File: src/rtl/ext_tid_pkg.sv
// Shared constants and types for the external-unit transaction-ID scheduler.
// EXT_TID_WIDTH is also used by the TX/RX interfaces for their command TID field.
package ext_tid_pkg;

    localparam int EXT_TID_WIDTH = 4;
    localparam int NB_OUTSND_DEF = 8;

    typedef enum logic {
        REQ_TX = 1'b0,
        REQ_RX = 1'b1
    } t_tid_req;

endpackage

File: src/rtl/ext_tid_prio_enc.sv
// Lowest-zero finder over the busy vector: returns the first free TID
// and whether any TID is free at all.
module ext_tid_prio_enc #(
    parameter int N = 8,
    parameter int W = 4
) (
    input  logic [N-1:0] i_busy,
    output logic [W-1:0] o_idx,
    output logic         o_ne
);

    // Scan downwards so the lowest free index is written last and wins.
    always_comb begin
        o_idx = '0;
        o_ne  = 1'b0;
        for (int i = N - 1; i >= 0; i--) begin
            if (!i_busy[i]) begin
                o_idx = W'(i);
                o_ne  = 1'b1;
            end
        end
    end

endmodule

File: src/rtl/ext_tid_sched.sv
// TID pool shared by the external TX (AXI write) and RX (AXI read) paths:
// round-robin offer of the lowest free TID, freed again on B/R completion.
module ext_tid_sched #(
    parameter int EXT_TID_WIDTH = ext_tid_pkg::EXT_TID_WIDTH,
    parameter int NB_OUTSND     = ext_tid_pkg::NB_OUTSND_DEF,
    parameter int CNT_WIDTH     = $clog2(NB_OUTSND + 1)
) (
    input  logic                     clk_i,
    input  logic                     rst_i,
    input  logic                     tx_pend_i,
    input  logic                     tx_take_i,
    output logic                     tx_valid_tid_o,
    output logic [EXT_TID_WIDTH-1:0] tx_tid_o,
    input  logic                     rx_pend_i,
    input  logic                     rx_take_i,
    output logic                     rx_valid_tid_o,
    output logic [EXT_TID_WIDTH-1:0] rx_tid_o,
    input  logic                     tx_release_i,
    input  logic [EXT_TID_WIDTH-1:0] tx_rel_tid_i,
    input  logic                     rx_release_i,
    input  logic [EXT_TID_WIDTH-1:0] rx_rel_tid_i,
    output logic [CNT_WIDTH-1:0]     outstanding_o,
    output logic                     idle_o,
    output logic                     err_o
);
    import ext_tid_pkg::*;

    logic [NB_OUTSND-1:0]     r_busy;
    t_tid_req                 r_rr;
    logic                     r_err;
    logic [CNT_WIDTH-1:0]     r_out;

    logic [EXT_TID_WIDTH-1:0] w_free_idx;
    logic                     w_pool_ne;
    logic                     w_offer_tx;
    logic                     w_offer_rx;
    logic                     w_tx_acc;
    logic                     w_rx_acc;
    logic                     w_alloc;
    logic                     w_tx_hit;
    logic                     w_rx_hit;
    logic                     w_dup;
    logic                     w_tx_rel;
    logic                     w_rx_rel;
    logic                     w_err_set;
    logic [NB_OUTSND-1:0]     w_busy_nxt;
    logic [1:0]               w_nrel;
    logic [CNT_WIDTH:0]       w_inc;
    logic [CNT_WIDTH:0]       w_dec;
    logic [CNT_WIDTH-1:0]     w_out_nxt;

    ext_tid_prio_enc #(
        .N (NB_OUTSND),
        .W (EXT_TID_WIDTH)
    ) u_prio_enc (
        .i_busy (r_busy),
        .o_idx  (w_free_idx),
        .o_ne   (w_pool_ne)
    );

    // Offers never look at the take inputs, so requesters may gate take on valid.
    assign w_offer_tx = w_pool_ne & tx_pend_i & (~rx_pend_i | (r_rr == REQ_TX));
    assign w_offer_rx = w_pool_ne & rx_pend_i & (~tx_pend_i | (r_rr == REQ_RX));

    assign tx_valid_tid_o = w_offer_tx;
    assign rx_valid_tid_o = w_offer_rx;
    assign tx_tid_o       = w_free_idx;
    assign rx_tid_o       = w_free_idx;

    assign w_tx_acc = tx_take_i & w_offer_tx;
    assign w_rx_acc = rx_take_i & w_offer_rx;
    assign w_alloc  = w_tx_acc | w_rx_acc;

    // Out-of-range TIDs never match an index, so they read as not busy.
    always_comb begin
        w_tx_hit = 1'b0;
        w_rx_hit = 1'b0;
        for (int i = 0; i < NB_OUTSND; i++) begin
            if (tx_rel_tid_i == EXT_TID_WIDTH'(i)) w_tx_hit = r_busy[i];
            if (rx_rel_tid_i == EXT_TID_WIDTH'(i)) w_rx_hit = r_busy[i];
        end
    end

    assign w_dup    = tx_release_i & rx_release_i & (tx_rel_tid_i == rx_rel_tid_i);
    assign w_tx_rel = tx_release_i & w_tx_hit;
    assign w_rx_rel = rx_release_i & w_rx_hit & ~w_dup;

    assign w_err_set = (tx_take_i & ~w_offer_tx)
                     | (rx_take_i & ~w_offer_rx)
                     | (tx_release_i & ~w_tx_hit)
                     | (rx_release_i & ~w_rx_hit)
                     | w_dup;

    always_comb begin
        w_busy_nxt = r_busy;
        for (int i = 0; i < NB_OUTSND; i++) begin
            if (w_alloc && w_free_idx == EXT_TID_WIDTH'(i)) w_busy_nxt[i] = 1'b1;
            if (w_tx_rel && tx_rel_tid_i == EXT_TID_WIDTH'(i)) w_busy_nxt[i] = 1'b0;
            if (w_rx_rel && rx_rel_tid_i == EXT_TID_WIDTH'(i)) w_busy_nxt[i] = 1'b0;
        end
    end

    assign w_nrel = {1'b0, w_tx_rel} + {1'b0, w_rx_rel};
    assign w_inc  = {1'b0, r_out} + (CNT_WIDTH + 1)'(w_alloc);
    assign w_dec  = w_inc - (CNT_WIDTH + 1)'(w_nrel);

    always_comb begin
        w_out_nxt = w_dec[CNT_WIDTH-1:0];
        if (w_inc < (CNT_WIDTH + 1)'(w_nrel)) begin
            w_out_nxt = '0;
        end else if (w_dec > (CNT_WIDTH + 1)'(NB_OUTSND)) begin
            w_out_nxt = CNT_WIDTH'(NB_OUTSND);
        end
    end

    always_ff @(posedge clk_i or posedge rst_i) begin
        if (rst_i) begin
            r_busy <= '0;
            r_rr   <= REQ_TX;
            r_err  <= 1'b0;
            r_out  <= '0;
        end else begin
            r_busy <= w_busy_nxt;
            r_out  <= w_out_nxt;
            if (w_err_set) r_err <= 1'b1;
            if (w_tx_acc) r_rr <= REQ_RX;
            else if (w_rx_acc) r_rr <= REQ_TX;
        end
    end

    assign outstanding_o = r_out;
    assign idle_o        = (r_busy == '0);
    assign err_o         = r_err;

endmodule

File: config.mk
export PLATFORM = sky130hd
export DESIGN_NAME = ext_tid_sched
export DESIGN_NICKNAME = d
export VERILOG_FILES = /design/src/rtl/ext_tid_pkg.sv /design/src/rtl/ext_tid_prio_enc.sv /design/src/rtl/ext_tid_sched.sv
export SDC_FILE = /design/constraint.sdc
export NUM_CORES = 1
export LEC_CHECK = 0
export BUFFER_PORTS_ARGS = -buffer_cell sky130_fd_sc_hd__buf_2
export CORE_UTILIZATION = 25
export DETAILED_ROUTE_END_ITERATION = 10
export PLACE_DENSITY = 0.43
export SYNTH_ARGS = -nofsm -noshare
export SYNTH_HDL_FRONTEND = slang
export SYNTH_SLANG_ARGS = --single-unit
File: constraint.sdc
create_clock -name clk_i -period 4.45 [get_ports clk_i]
set_clock_uncertainty 0.1 [all_clocks]
set_input_delay 0.445 -clock clk_i [delete_from_list [all_inputs] [get_ports clk_i]]
set_output_delay 0.445 -clock clk_i [all_outputs]
set_load 0.02 [all_outputs]
# Word-level counts from Yosys, hierarchy flattened
# Index checks and enable logic that the tools add are counted.
[classes] add_sub_neg=3 multipliers=0 n_div=0 order_cmp=2 eq_ne=22 shift=0 mux=60 bitwise=30 n_reduce_logical=37
[ops] op="$mux 1" n=50
[ops] op="$eq 4x3->1 const B" n=12
[ops] op="$eq 4x2->1 const B" n=6
[ops] op="$logic_and 1x1->1" n=24
[ops] op="$mux 3" n=8
[ops] op="$reduce_bool 3->1" n=8
[ops] op="$and 1x1->1" n=15
[ops] op="$eq 4x1->1 const B" n=3
[ops] op="$logic_not 4->1" n=3
[ops] op="$logic_not 8->1" n=1
[ops] op="$mux 4" n=2
[ops] op="$not 1->1" n=8
[ops] op="$or 1x1->1" n=7
[ops] op="$add 4x1->5" n=1
[ops] op="$gt 5x4->1 const B" n=1
[ops] op="$lt 5x2->1" n=1
[ops] op="$sub 5x2->5" n=1
[ops] op="$eq 4x4->1" n=1
[ops] op="$add 1x1->2" n=1
[ops] op="$reduce_bool 2->1" n=1
[totals] register_bits=14 latchBits=0 mem_bits_rw=0 romBits=0 inputBits=16 output_inout_bits=16 wordCells=165 n_memories=0

# Depth between registers and ports, before layout
# Gate-level depths: netlist (run 1).
[logic_depth] ltp_word=17 mapped_depth=15

# Cells and area by module
# A second synthesis (run 1) with hierarchy kept.
[hier_totals] hier_cells=165 area_unflattened_um2=1400.1
[modules_own_cells] module="ext_tid_sched" n_inst=1 cells_each=149 area_each_um2=1311.3 seq_area_each_um2=350.3
[modules_own_cells] module="ext_tid_prio_enc" n_inst=1 cells_each=16 area_each_um2=88.8 seq_area_each_um2=0.0

# Worst setup path before layout (run 1)
# Ideal clock, no wire load.
[synth_path] path_kind="input-to-reg" startpoint="in rx_rel_tid_i[1]" endpoint="reg r_out[0] (netlist: outstanding_o[0])" setup_ns=0.077 arrival_time_ns=3.087 setup_slack_ns=1.186 cell_stages=15 path_cell_list="buf_2 > nor2_1 > a21oi_1 > a2bb2oi_1 > o22ai_1 > nor2b_1 > ha_1 > ha_1 > inv_1 > fa_1 > nand2b_1 > a21oi_1 > nor3_1 > a211o_2 > a21oi_1"
[synth_between] elab_chain_cells=16 word_cells_on_any_way=27 classes_between="2 x add/sub; 2 x order compare; 8 x eq/ne; 10 x mux; 4 x bitwise; 1 x reduce/logical"
[synth_lines] element="start, declared" line_no="ext_tid_sched.sv:21" rtl="input logic [EXT_TID_WIDTH-1:0] rx_rel_tid_i,"
[synth_lines] element="$logic_not 4->1" line_no="ext_tid_sched.sv:80" rtl="if (rx_rel_tid_i == EXT_TID_WIDTH'(i)) w_rx_hit = r_busy[i];"
[synth_lines] element="$mux 1 (8 in series)" line_no="ext_tid_sched.sv:80"
[synth_lines] element="$and 1x1->1" line_no="ext_tid_sched.sv:86" rtl="assign w_rx_rel = rx_release_i & w_rx_hit & ~w_dup;"
[synth_lines] element="$and 1x1->1 *" line_no="ext_tid_sched.sv:86"
[synth_lines] element="$add 1x1->2 *" line_no="ext_tid_sched.sv:103" rtl="assign w_nrel = {1'b0, w_tx_rel} + {1'b0, w_rx_rel};"
[synth_lines] element="$sub 5x2->5" line_no="ext_tid_sched.sv:105" rtl="assign w_dec = w_inc - (CNT_WIDTH + 1)'(w_nrel);"
[synth_lines] element="$gt 5x4->1" line_no="ext_tid_sched.sv:111" rtl="end else if (w_dec > (CNT_WIDTH + 1)'(NB_OUTSND)) begin"
[synth_lines] element="$mux 4" line_no="ext_tid_sched.sv:111"
[synth_lines] element="$mux 4 *" line_no="ext_tid_sched.sv:109" rtl="if (w_inc < (CNT_WIDTH + 1)'(w_nrel)) begin"
[synth_lines] element="via w_out_nxt[0]" line_no="ext_tid_sched.sv:50" rtl="logic [CNT_WIDTH-1:0] w_out_nxt;"
[synth_lines] element="end signal, assigned" line_no="ext_tid_sched.sv:124" rtl="r_out <= w_out_nxt;"
[synth_lines] element="end, declared" line_no="ext_tid_sched.sv:31" rtl="logic [CNT_WIDTH-1:0] r_out;"
# The timed path passes the listed nets; every way through them passes the cells marked *.
# A chain may end at the register's enable or synchronous reset.

# Final worst setup path (run 1)
[layout_path] startpoint="reg r_busy[3]" endpoint="reg r_out[2] (netlist: outstanding_o[2])"
[layout_between] elab_chain_cells=13 word_cells_on_any_way=31 classes_between="3 x add/sub; 2 x order compare; 16 x mux; 10 x bitwise"
[layout_lines] element="start, declared" line_no="ext_tid_sched.sv:28" rtl="logic [NB_OUTSND-1:0] r_busy;"
[layout_lines] element="start signal, assigned" line_no="ext_tid_sched.sv:123" rtl="r_busy <= w_busy_nxt;"
[layout_lines] element="$mux 1 (4 in series)" line_no="ext_tid_prio_enc.sv:17" rtl="if (!i_busy[i]) begin"
[layout_lines] element="$and 1x1->1, on equally long branches (2 in series)" line_no="ext_tid_sched.sv:62, ext_tid_sched.sv:63"
[layout_lines] element="$and 1x1->1, on equally long branches" line_no="ext_tid_sched.sv:70, ext_tid_sched.sv:71"
[layout_lines] element="$or 1x1->1" line_no="ext_tid_sched.sv:72" rtl="assign w_alloc = w_tx_acc | w_rx_acc;"
[layout_lines] element="$add 4x1->5" line_no="ext_tid_sched.sv:104" rtl="assign w_inc = {1'b0, r_out} + (CNT_WIDTH + 1)'(w_alloc);"
[layout_lines] element="$sub 5x2->5" line_no="ext_tid_sched.sv:105"
[layout_lines] element="$gt 5x4->1" line_no="ext_tid_sched.sv:111"
[layout_lines] element="$mux 4" line_no="ext_tid_sched.sv:111"
[layout_lines] element="$mux 4 *" line_no="ext_tid_sched.sv:109"
[layout_lines] element="via w_out_nxt[2]" line_no="ext_tid_sched.sv:50"
# Marks and branches as above.

==> run summary, run 1 <==
CP Data Arrival Time - 3.54 ns
Main synth FF type - dfrtp_1
RSZ-0062 raised after global routing - false
# setup viols final - 0
Slew margin rel. - 0.470
Clk_lat worst skew - 0.25 ns
Mapped Area - 1370 um2
Routed vias/inst - 5.06
Sw power - 404 uW
Total Wirelength - 3720 um
Share of cells above drive strength 1 - 0.230
DIE AREA - 5780 um2
GRT Total Usage - 0.136
RR Startpoint - r_busy[3]$_DFFE_PP0P_
# Max-Cap Violations - 0
Avg Cell Area, Syn - 8.35 um2
Antenna Nets Post-Route - 0
Slew Viols, Final - 0
Met3 wire length - 175 um
Largest net degree at the start of global routing - 15
HPWL after DPL - 2840 um
Total gr overflow - 0
DRC violations left - 0
CP startpoint kind - flop
Die span in x - 76.0 um
Initial antenna violation count - 0
Worst Tran Pin Value - 0.784 ns
Setup TNS - 0 ns
Maximum fanout along the worst path - 8
Site Rows - 26
Core Footprint - 5200 um2
Wire per inst - 14.5 um
Type of the most critical hold path - primary input to asynchronous set/reset pin
Metal2 WL - 1510 um
Post-CTS Hold Fix Bufs - 0
Final Hold Viols - 0
CTS sink cnt - 14
Maximum root-to-sink buffer count - 2
Starting Density - 0.263
Worst reg2reg endpoint - outstanding_o[2]$_DFF_PP0_
IO Pins - 32
Post-synth EDFFs - 0
Global-route wire length before repair - 6310 um
# resized after CTS - 0
P_leak - 0.704 nW
Max Used Layer - met4
Yosys warns - 0
Period minus WS final - 3.47 ns
Post-synth ARST share - 1.00
CTS root buf - clkbuf_8
Layout fillers - 586
N_diodes - 0
Status - finished clean
Routability cong. - 0.807
Clock transition at the registers of the reported paths - 0.06 ns
PD cells - 536 nW/um2
Max Fclk - 289 MHz
CTS tree - done
Starting DRT DRC Count - 65
Metal-1 WL - 2000 um
Port Buf Inserts - 29
VDD IR max - 181 uV
Synth cell types - 55
Sequential area share after synthesis - 0.256
Critical path endpoint category - flop
DR pass1 iterations - 5
Synth Instances - 164
Total power - 852 uW
FF-to-FF path depth - 14
Nets - 210
R2R Setup Slk - 0.98 ns
Clock power frac - 0.149
Crit path kind - flop to flop
CTS Buf Count - 3
H-tree levels - 1
Vias in the first global route - 1,208
Switching part of the total - 0.475
Total number of vias - 1,300
Int Pwr - 447 uW
CP Data Required Time - 4.52 ns
Die extent in y - 76.0 um
Final period utilization - 0.779
Area growth, synth to finish - 16.1%
Sequential power share - 0.288
Logic pwr share - 0.563
Number of buffers added for setup after CTS - 0
#FFs+latches synth - 14
Yosys cell counts, types with 4 or more instances:
cell type	n	share of area
nand2b_1	4	0.018
inv_1	9	0.025
a21oi_1	6	0.022
o21ai_0	6	0.022
ha_1	5	0.046
xnor2_1	6	0.038
nor2b_1	7	0.032
nand2_1	13	0.036
buf_4	5	0.027
dfrtp_1	14	0.26
nor2_1	20	0.055
nand3_1	4	0.015
power groups by stage:
stage | clock network [mW] | registers [mW] | logic [mW]
after floorplan | 0 | 0.224 | 0.391
after global placement | 0 | 0.250 | 0.490
after detailed placement | 0 | 0.248 | 0.482
after CTS | 0.131 | 0.244 | 0.484
after global routing | 0.138 | 0.254 | 0.538
final | 0.127 | 0.246 | 0.479
critical path: stages, from the launching register on:
cell	delay (ns)
dfrtp_1	0.48
and4b_1	0.22
a21oi_1	0.11
a2bb2oi_1	0.30
o22ai_1	0.22
nor2b_1	0.18
ha_1	0.30
ha_1	0.17
inv_1	0.09
fa_1	0.42
nand2b_1	0.15
a21oi_1	0.11
nor3_1	0.05
a211o_2	0.35
a21oi_1	0.12
area by class of cell:
type / count / area [um2] / share of cell area
tap: 70 / 87.6 / 0.0551
multi-input combinational: 131 / 917 / 0.577
clock buffer: 4 / 55.1 / 0.0346
timing repair buffer: 29 / 145 / 0.0913
inverter: 9 / 33.8 / 0.0213
sequential: 14 / 350 / 0.220
how the worst max path moves through the flow:
stage / start / to / slack [ns] / depth (start not counted)
floorplan: rx_rel_tid_i[1] / outstanding_o[0]$_DFF_PP0_ / 1.19 / 15
global placement: rx_rel_tid_i[0] / outstanding_o[2]$_DFF_PP0_ / 0.87 / 15
detailed placement: rx_rel_tid_i[0] / outstanding_o[0]$_DFF_PP0_ / 0.81 / 15
CTS: r_busy[3]$_DFFE_PP0P_ / outstanding_o[0]$_DFF_PP0_ / 1.01 / 14
global route: r_busy[2]$_DFFE_PP0P_ / outstanding_o[0]$_DFF_PP0_ / 0.71 / 14
finish: r_busy[3]$_DFFE_PP0P_ / outstanding_o[2]$_DFF_PP0_ / 0.98 / 14
per-layer routing:
layer  track usage  up-vias
met2         0.191       40
met5             0        -
met1         0.213      616
li1              -      642
met3        0.0132        2
met4        0.0423        0
per-stage QoR:
step	instance area [um2]	setup WS, ns	hold slack [ns]	cells	utilization
2_1_floorplan	1370	1.19	0.234	165	-
3_3_place_gp	1530	0.867	0.387	253	0.295
3_5_place_dp	1530	0.811	0.385	253	0.295
4_1_cts	1590	1.01	0.167	257	0.305
5_1_grt	1590	0.715	0.197	257	0.305
6_report	1590	0.984	0.145	257	0.305
cells in the final DEF, fill, tap and decap left out, drive strengths merged, types with 3 or more instances in the layout:
cell type / instances
xnor2: 6
dfrtp: 14
xor2: 3
nand2b: 4
nor2: 20
nand3: 4
nand2: 13
ha: 5
inv: 9
nor2b: 7
a21oi: 6
buf: 29
clkbuf: 4
a31oi: 3
o21ai: 6
or4: 3
and3: 3
a211oi: 4
nor3: 3
cells by family after synthesis:
kind of cell    share of synthesized area
compound gates                      0.221
xor+xnor                           0.0631
fa+ha+maj                          0.0603
buf+inv                            0.0768
flops                               0.256
mux                                0.0558
other cells                       0.00274
simple gates                        0.264
state kept, by name (all words and copies together), names as in the netlist:
name / cells
err_o: 1
outstanding_o: 4
r_busy: 8
r_rr: 1
No activity file was read; power rests on OpenSTA's default activity.
==> inputs of run 2 (changes only) <==
--- a/config.mk
+++ b/config.mk
@@ -5,6 +5,7 @@
 export SDC_FILE = /design/constraint.sdc
 export NUM_CORES = 1
 export LEC_CHECK = 0
+export ABC_AREA = 1
 export BUFFER_PORTS_ARGS = -buffer_cell sky130_fd_sc_hd__buf_2
 export CORE_UTILIZATION = 25
 export DETAILED_ROUTE_END_ITERATION = 10
==> constraint.sdc (replaced) <==
create_clock -name clk_i -period 3.55 [get_ports clk_i]
set_clock_uncertainty 0.1 [all_clocks]
set_input_delay 0.355 -clock clk_i [delete_from_list [all_inputs] [get_ports clk_i]]
set_output_delay 0.355 -clock clk_i [all_outputs]
set_load 0.02 [all_outputs]
==> run summary, run 2 <==
CTS sink cnt - 14 (unchanged)
RR Startpoint - r_busy[3]$_DFFE_PP0P_
RSZ-0062 raised after global routing - false
Total Wirelength - 3880 um (+4.4%)
Synth Instances - 243 (+48%)
Port Buf Inserts - 29 (unchanged)
Maximum fanout along the worst path - 5 (-3)
Non-filler cells, final - 341 (+33%)
Maximum root-to-sink buffer count - 2 (unchanged)
Largest net degree at the start of global routing - 15 (unchanged)
Routability cong. - 0.815 (+1.0%)
Number of buffers added for setup after CTS - 0 (unchanged)
IO Pins - 32 (unchanged)
Type of the most critical hold path - primary input to asynchronous set/reset pin
Wire per inst - 11.4 um (-21%)
Multi-input logic area - 928 um2 (+1.2%)
Area growth, synth to finish - 15.1%
Placed Area - 1690 um2 (+10%)
Period minus WS final - 3.00 ns (-0.461 ns)
Mapped Area - 1500 um2 (+9.9%)
Most frequent cells after synthesis - nand2_1 (63), inv_1 (39), nor2_1 (31), nand3_1 (27), dfrtp_1 (14)
Initial antenna violation count - 0 (unchanged)
Synth area leader - dfrtp_1
CP startpoint - r_busy[3]$_DFFE_PP0P_
Setup TNS - 0 ns (unchanged)
Antenna Nets Post-Route - 0 (unchanged)
Synth cell types - 30 (-45%)
Nets - 293 (+40%)
Die extent in y - 79.6 um (+4.7%)
Finished Cell Area - 1730 um2 (+9.0%)
Die span in x - 79.6 um (+4.7%)
N_diodes - 0 (unchanged)
Layout fillers - 624 (+6.5%)
Reg area - 350 um2 (unchanged)
Routed vias/inst - 4.38 (-14%)
CTS root buf - clkbuf_8
Total gr overflow - 0 (unchanged)
Clock transition at the registers of the reported paths - 0.06 ns (about the same)
CP startpoint kind - flop
P_leak - 0.968 nW (+38%)
Share of cells above drive strength 1 - 0.212 (-0.0181)
Worst reg2reg endpoint - outstanding_o[0]$_DFF_PP0_
Core Footprint - 5640 um2 (+8.4%)
Slew Viols, Final - 0 (unchanged)
CTS Buf Count - 3 (unchanged)
PD cells - 726 nW/um2 (+35%)
Site Rows - 27 (+3.8%)
DR pass1 iterations - 4 (-1)
# Max-Cap Violations - 0 (unchanged)
Slew margin rel. - 0.638 (+0.168)
CTS tree - done
Commonest non-fill, non-tap cells in the layout - nand2_1 (63), inv_1 (39), nor2_1 (31)
Top post-synthesis cells by area - dfrtp_1 (23%), nand2_1 (16%), inv_1 (9.7%)
Most common cell in the synthesized netlist - nand2_1
Most flops, register - r_busy
Critical path endpoint category - flop
Post-synth EDFFs - 0 (unchanged)
# setup viols final - 0 (unchanged)
Top cell type's share of synthesized area - 0.233 (-0.0230)
Worst hold slack - 0.0528 ns (-0.0927 ns)
Main synth FF type - dfrtp_1
Number of flip-flops in the largest register - 8 (unchanged)
Final Hold Viols - 0 (unchanged)
Status - finished clean
R2R Setup Slk - 0.55 ns (-0.44 ns)
VDD IR max - 362 uV (+100%)
#FFs+latches synth - 14 (unchanged)
Yosys warns - 0 (unchanged)
CP Data Arrival Time - 3.08 ns (-0.46 ns)
# resized after CTS - 0 (unchanged)
Global-route wire length before repair - 6300 um (-0.11%)
Total power - 1.26 mW (+48%)
CP Data Required Time - 3.63 ns (-0.89 ns)
Worst Tran Pin Value - 0.542 ns (-0.241 ns)
H-tree levels - 1 (unchanged)
Post-CTS Hold Fix Bufs - 0 (unchanged)
Avg Cell Area, Syn - 6.19 um2 (-26%)
Post-synth ARST share - 1.00 (unchanged)
GRT Total Usage - 0.127 (-0.00839)
Commonest non-fill, non-tap cell in the layout - nand2_1
DIE AREA - 6330 um2 (+9.6%)
HPWL after DPL - 3310 um (+16%)
Clk_lat worst skew - 0.24 ns (about the same)
Starting Density - 0.267 (+0.00360)
FF-to-FF path depth - 14 (unchanged)
Crit path kind - flop to flop
Total number of vias - 1,492 (+15%)
Inst Count DP - 338 (+34%)
Sequential area share after synthesis - 0.233 (-0.0230)
Final period utilization - 0.846 (+0.0677)
Max Fclk - 333 MHz (+15%)
DRC violations left - 0 (unchanged)
Vias in the first global route - 1,354 (+12%)
Starting DRT DRC Count - 74 (+14%)
## run 2: critical path, cell delays in order, from the launching register on
cell     delay, ns
dfrtp_1       0.53
inv_2         0.11
nor3_4        0.21
nand2_2       0.10
nand3_1       0.12
nand2_2       0.08
ha_1          0.20
ha_1          0.32
fa_1          0.42
inv_1         0.09
nand3_1       0.09
xor2_1        0.20
nand2_1       0.11
or2_1         0.21
inv_1         0.05
## run 2: metrics by stage
stage          setup slack [ns]  utilization
3_3_place_gp              0.298        0.300
4_1_cts                   0.508        0.307
2_1_floorplan             0.709            -
5_1_grt                   0.290        0.307
6_report                  0.545        0.307
3_5_place_dp              0.304        0.300
## run 2: cells by family (layout without fill, tap and decap cells)
group                      after synthesis  after routing  synth area share
other                                    1              2           0.00249
xor gates and xnor gates                 5              5            0.0291
and+or+nand+nor                        153            153             0.476
buffers and inverters                   54             79             0.152
AOI/OAI and AO/OA                       10             10            0.0524
DFF                                     14             14             0.233
adders and majority gates                6              6            0.0549
## run 2: worst max-delay path by stage
stage | to | slack (ns)
after global placement | outstanding_o[0]$_DFF_PP0_ | 0.30
after floorplan | outstanding_o[0]$_DFF_PP0_ | 0.71
final | outstanding_o[0]$_DFF_PP0_ | 0.55
after detailed placement | outstanding_o[0]$_DFF_PP0_ | 0.30
after global routing | outstanding_o[0]$_DFF_PP0_ | 0.29
after CTS | outstanding_o[0]$_DFF_PP0_ | 0.51
## run 2: metal layers
layer  vias to the layer above  routed length [um]  track usage
met1                       664                1920        0.177
met5                         -                   0            0
li1                        801                   -            -
met3                         2                 125       0.0103
met2                        25                1810        0.208
met4                         0                  23       0.0345
## run 2: layout make-up
| class | instances | area share |
|---|---|---|
| Timing Repair Buffer | 29 | 0.0838 |
| Inverter | 47 | 0.102 |
| Clock buffer | 3 | 0.0238 |
| Multi-Input combinational cell | 176 | 0.536 |
| Sequential cell | 14 | 0.202 |
| Tap cell | 72 | 0.0520 |
## run 2: power by group
part           leakage, nW  switching [mW]  total (mW)  internal (mW)
Combinational        0.791           0.545       0.824          0.279
Sequential           0.156          0.0830       0.310          0.227
Clock               0.0216          0.0489       0.124         0.0747
Total                0.968           0.676        1.26          0.581
==> inputs of run 3 (changes only) <==
--- a/config.mk
+++ b/config.mk
@@ -5,11 +5,11 @@
 export SDC_FILE = /design/constraint.sdc
 export NUM_CORES = 1
 export LEC_CHECK = 0
-export ABC_AREA = 1
+export ABC_AREA = 0
 export BUFFER_PORTS_ARGS = -buffer_cell sky130_fd_sc_hd__buf_2
 export CORE_UTILIZATION = 25
 export DETAILED_ROUTE_END_ITERATION = 10
-export PLACE_DENSITY = 0.43
+export PLACE_DENSITY = 0.45
 export SYNTH_ARGS = -nofsm -noshare
 export SYNTH_HDL_FRONTEND = slang
 export SYNTH_SLANG_ARGS = --single-unit
==> constraint.sdc (replaced) <==
create_clock -name clk_i -period 2.4 [get_ports clk_i]
set_clock_uncertainty 0.1 [all_clocks]
set_input_delay 0.24 -clock clk_i [delete_from_list [all_inputs] [get_ports clk_i]]
set_output_delay 0.24 -clock clk_i [all_outputs]
set_load 0.02 [all_outputs]
==> run summary, run 3 (same netlist as run 1, synthesis figures left out) <==
Status - finished, violations left
Failing checks - negative setup slack
Clock transition at the registers of the reported paths - 0.06 ns (about the same)
Max Fclk - 325 MHz (-2.2%)
Maximum fanout along the worst path - 3 (-2)
Clk_lat worst skew - 0.24 ns (about the same)
Worst Tran Pin Value - 0.530 ns (-0.0120 ns)
Final Hold Viols - 0 (unchanged)
DR pass1 iterations - 4 (unchanged)
Final period utilization - 1.28 (+0.434)
H-tree levels - 1 (unchanged)
Nets - 257 (-12%)
Routability cong. - 0.777 (-4.7%)
Reg area - 352 um2 (+0.36%)
Global-route wire length before repair - 6530 um (+3.7%)
# Max-Cap Violations - 0 (unchanged)
HPWL after DPL - 3210 um (-3.0%)
Worst hold slack - 0.227 ns (+0.175 ns)
CP Data Required Time - 2.47 ns (-1.16 ns)
P_leak - 0.945 nW (-2.4%)
Initial antenna violation count - 0 (unchanged)
CTS root buf - clkbuf_8
Most flops, register - r_busy
Kind of cell adding the most delay to the critical path - adder cells
Largest net degree at the start of global routing - 15 (unchanged)
Commonest non-fill, non-tap cell in the layout - buf_4
Fin worst setup slack - -0.672 ns (-1.22 ns)
R2R Setup Slk - -0.67 ns (-1.22 ns)
Commonest non-fill, non-tap cells in the layout - buf_4 (44), buf_2 (29), nor2_1 (19)
CTS Buf Count - 3 (unchanged)
Finished Cell Area - 2060 um2 (+19%)
Crit path kind - flop to flop
GRT Total Usage - 0.140 (+0.0131)
Site Rows - 26 (-3.7%)
Multi-input logic area - 1020 um2 (+9.6%)
Number of flip-flops in the largest register - 8 (unchanged)
Die span in x - 76.0 um (-4.5%)
CP Data Arrival Time - 3.14 ns (+0.06 ns)
VDD IR max - 287 uV (-21%)
N_diodes - 0 (unchanged)
Total power - 1.94 mW (+54%)
DIE AREA - 5780 um2 (-8.8%)
Core Footprint - 5200 um2 (-7.7%)
CTS sink cnt - 14 (unchanged)
Starting Density - 0.263 (-0.00360)
Total Wirelength - 3900 um (+0.62%)
Period minus WS final - 3.07 ns (+0.0674 ns)
Total number of vias - 1,467 (-1.7%)
Layout fillers - 547 (-12%)
Slowest CP cell - mux4_2
Share of cells above drive strength 1 - 0.449 (+0.237)
Vias in the first global route - 1,332 (-1.6%)
PD cells - 939 nW/um2 (+29%)
Buf/Inv on CP - 1 (-2)
Area growth, synth to finish - 50.8%
CP Cell Sequence - mux4_2 > mux2i_1 > nor3b_1 > ha_4 > ha_4 > inv_4 > fa_2 > nand2b_4 > a21oi_4 > nor3_2 > a211o_2 > a21boi_2
Total gr overflow - 0 (unchanged)
Type of the most critical hold path - primary input to flop
Slew margin rel. - 0.646 (+0.00801)
# setup viols final - 4 (+4)
Starting DRT DRC Count - 73 (-1.4%)
Slew Viols, Final - 0 (unchanged)
Critical path endpoint category - flop
Most used cell, CP - ha_4
CP startpoint kind - flop
Routed vias/inst - 4.83 (+10%)
Die extent in y - 76.0 um (-4.5%)
CTS tree - done
Maximum root-to-sink buffer count - 2 (unchanged)
IO Pins - 32 (unchanged)
Wire per inst - 12.8 um (+13%)
RSZ-0062 raised after global routing - true
Antenna Nets Post-Route - 0 (unchanged)
Placed Area - 1920 um2 (+14%)
Port Buf Inserts - 29 (unchanged)
Slowest cell delay on critical path - 0.50 ns (-0.03 ns)
DRC violations left - 0 (unchanged)
-- run 3: repair_timing --
action,CTS,global route
pin swaps,2,6
hold endpoints to repair,14,0
hold buffers,1,0
gates resized for setup,3,10
buffers inserted,0,1
endpoints found under the setup margin,4,4
-- run 3: per-layer routing --
metal	GRT usage	up-vias	part of all wire
met5	0	-	0
met4	0.0404	0	0.0090
met3	0.00719	2	0.039
met2	0.200	45	0.42
met1	0.224	686	0.53
li1	-	734	-
-- run 3: report_power, final --
part	total [mW]	internal (mW)	switching, mW	leakage, nW
combinational	1.31	0.620	0.695	0.761
sequential	0.401	0.316	0.0849	0.155
clock	0.223	0.145	0.0777	0.0288
-- run 3: final cells by class --
| class | instances | share of cell area |
|---|---|---|
| clock buffer | 4 | 0.0267 |
| inverter | 9 | 0.0176 |
| multi-input combinational | 131 | 0.493 |
| sequential | 14 | 0.170 |
| tap | 70 | 0.0424 |
| timing repair buffer | 76 | 0.250 |
-- run 3: metrics by stage --
stage                      util  worst slack, ns  setup TNS (ns)  cells
after floorplan               -           -0.599           -2.04    165
after global placement    0.370           -0.603           -2.23    298
after detailed placement  0.370           -0.676           -2.41    298
after CTS                 0.385           -0.659           -2.32    303
after global routing      0.397           -0.816           -2.94    304
final                     0.397           -0.672           -2.33    304
-- run 3: tightest hold or removal path, stage by stage --
cell      delay (ns)
buf_2           0.10
inv_1           0.08
o211ai_1        0.10
-- run 3: final timing paths --
path,from,end,cells past startpoint
hold / removal,rx_release_i,err_o$_DFFE_PP0P_,3
min in group asynchronous,rst_i,outstanding_o[3]$_DFF_PP0_,3
setup reg to reg,r_busy[3]$_DFFE_PP0P_,outstanding_o[1]$_DFF_PP0_,12
setup / recovery,r_busy[3]$_DFFE_PP0P_,outstanding_o[1]$_DFF_PP0_,12
max in group asynchronous,rst_i,r_busy[6]$_DFFE_PP0P_,3
hold reg to reg,err_o$_DFFE_PP0P_,err_o$_DFFE_PP0P_,2
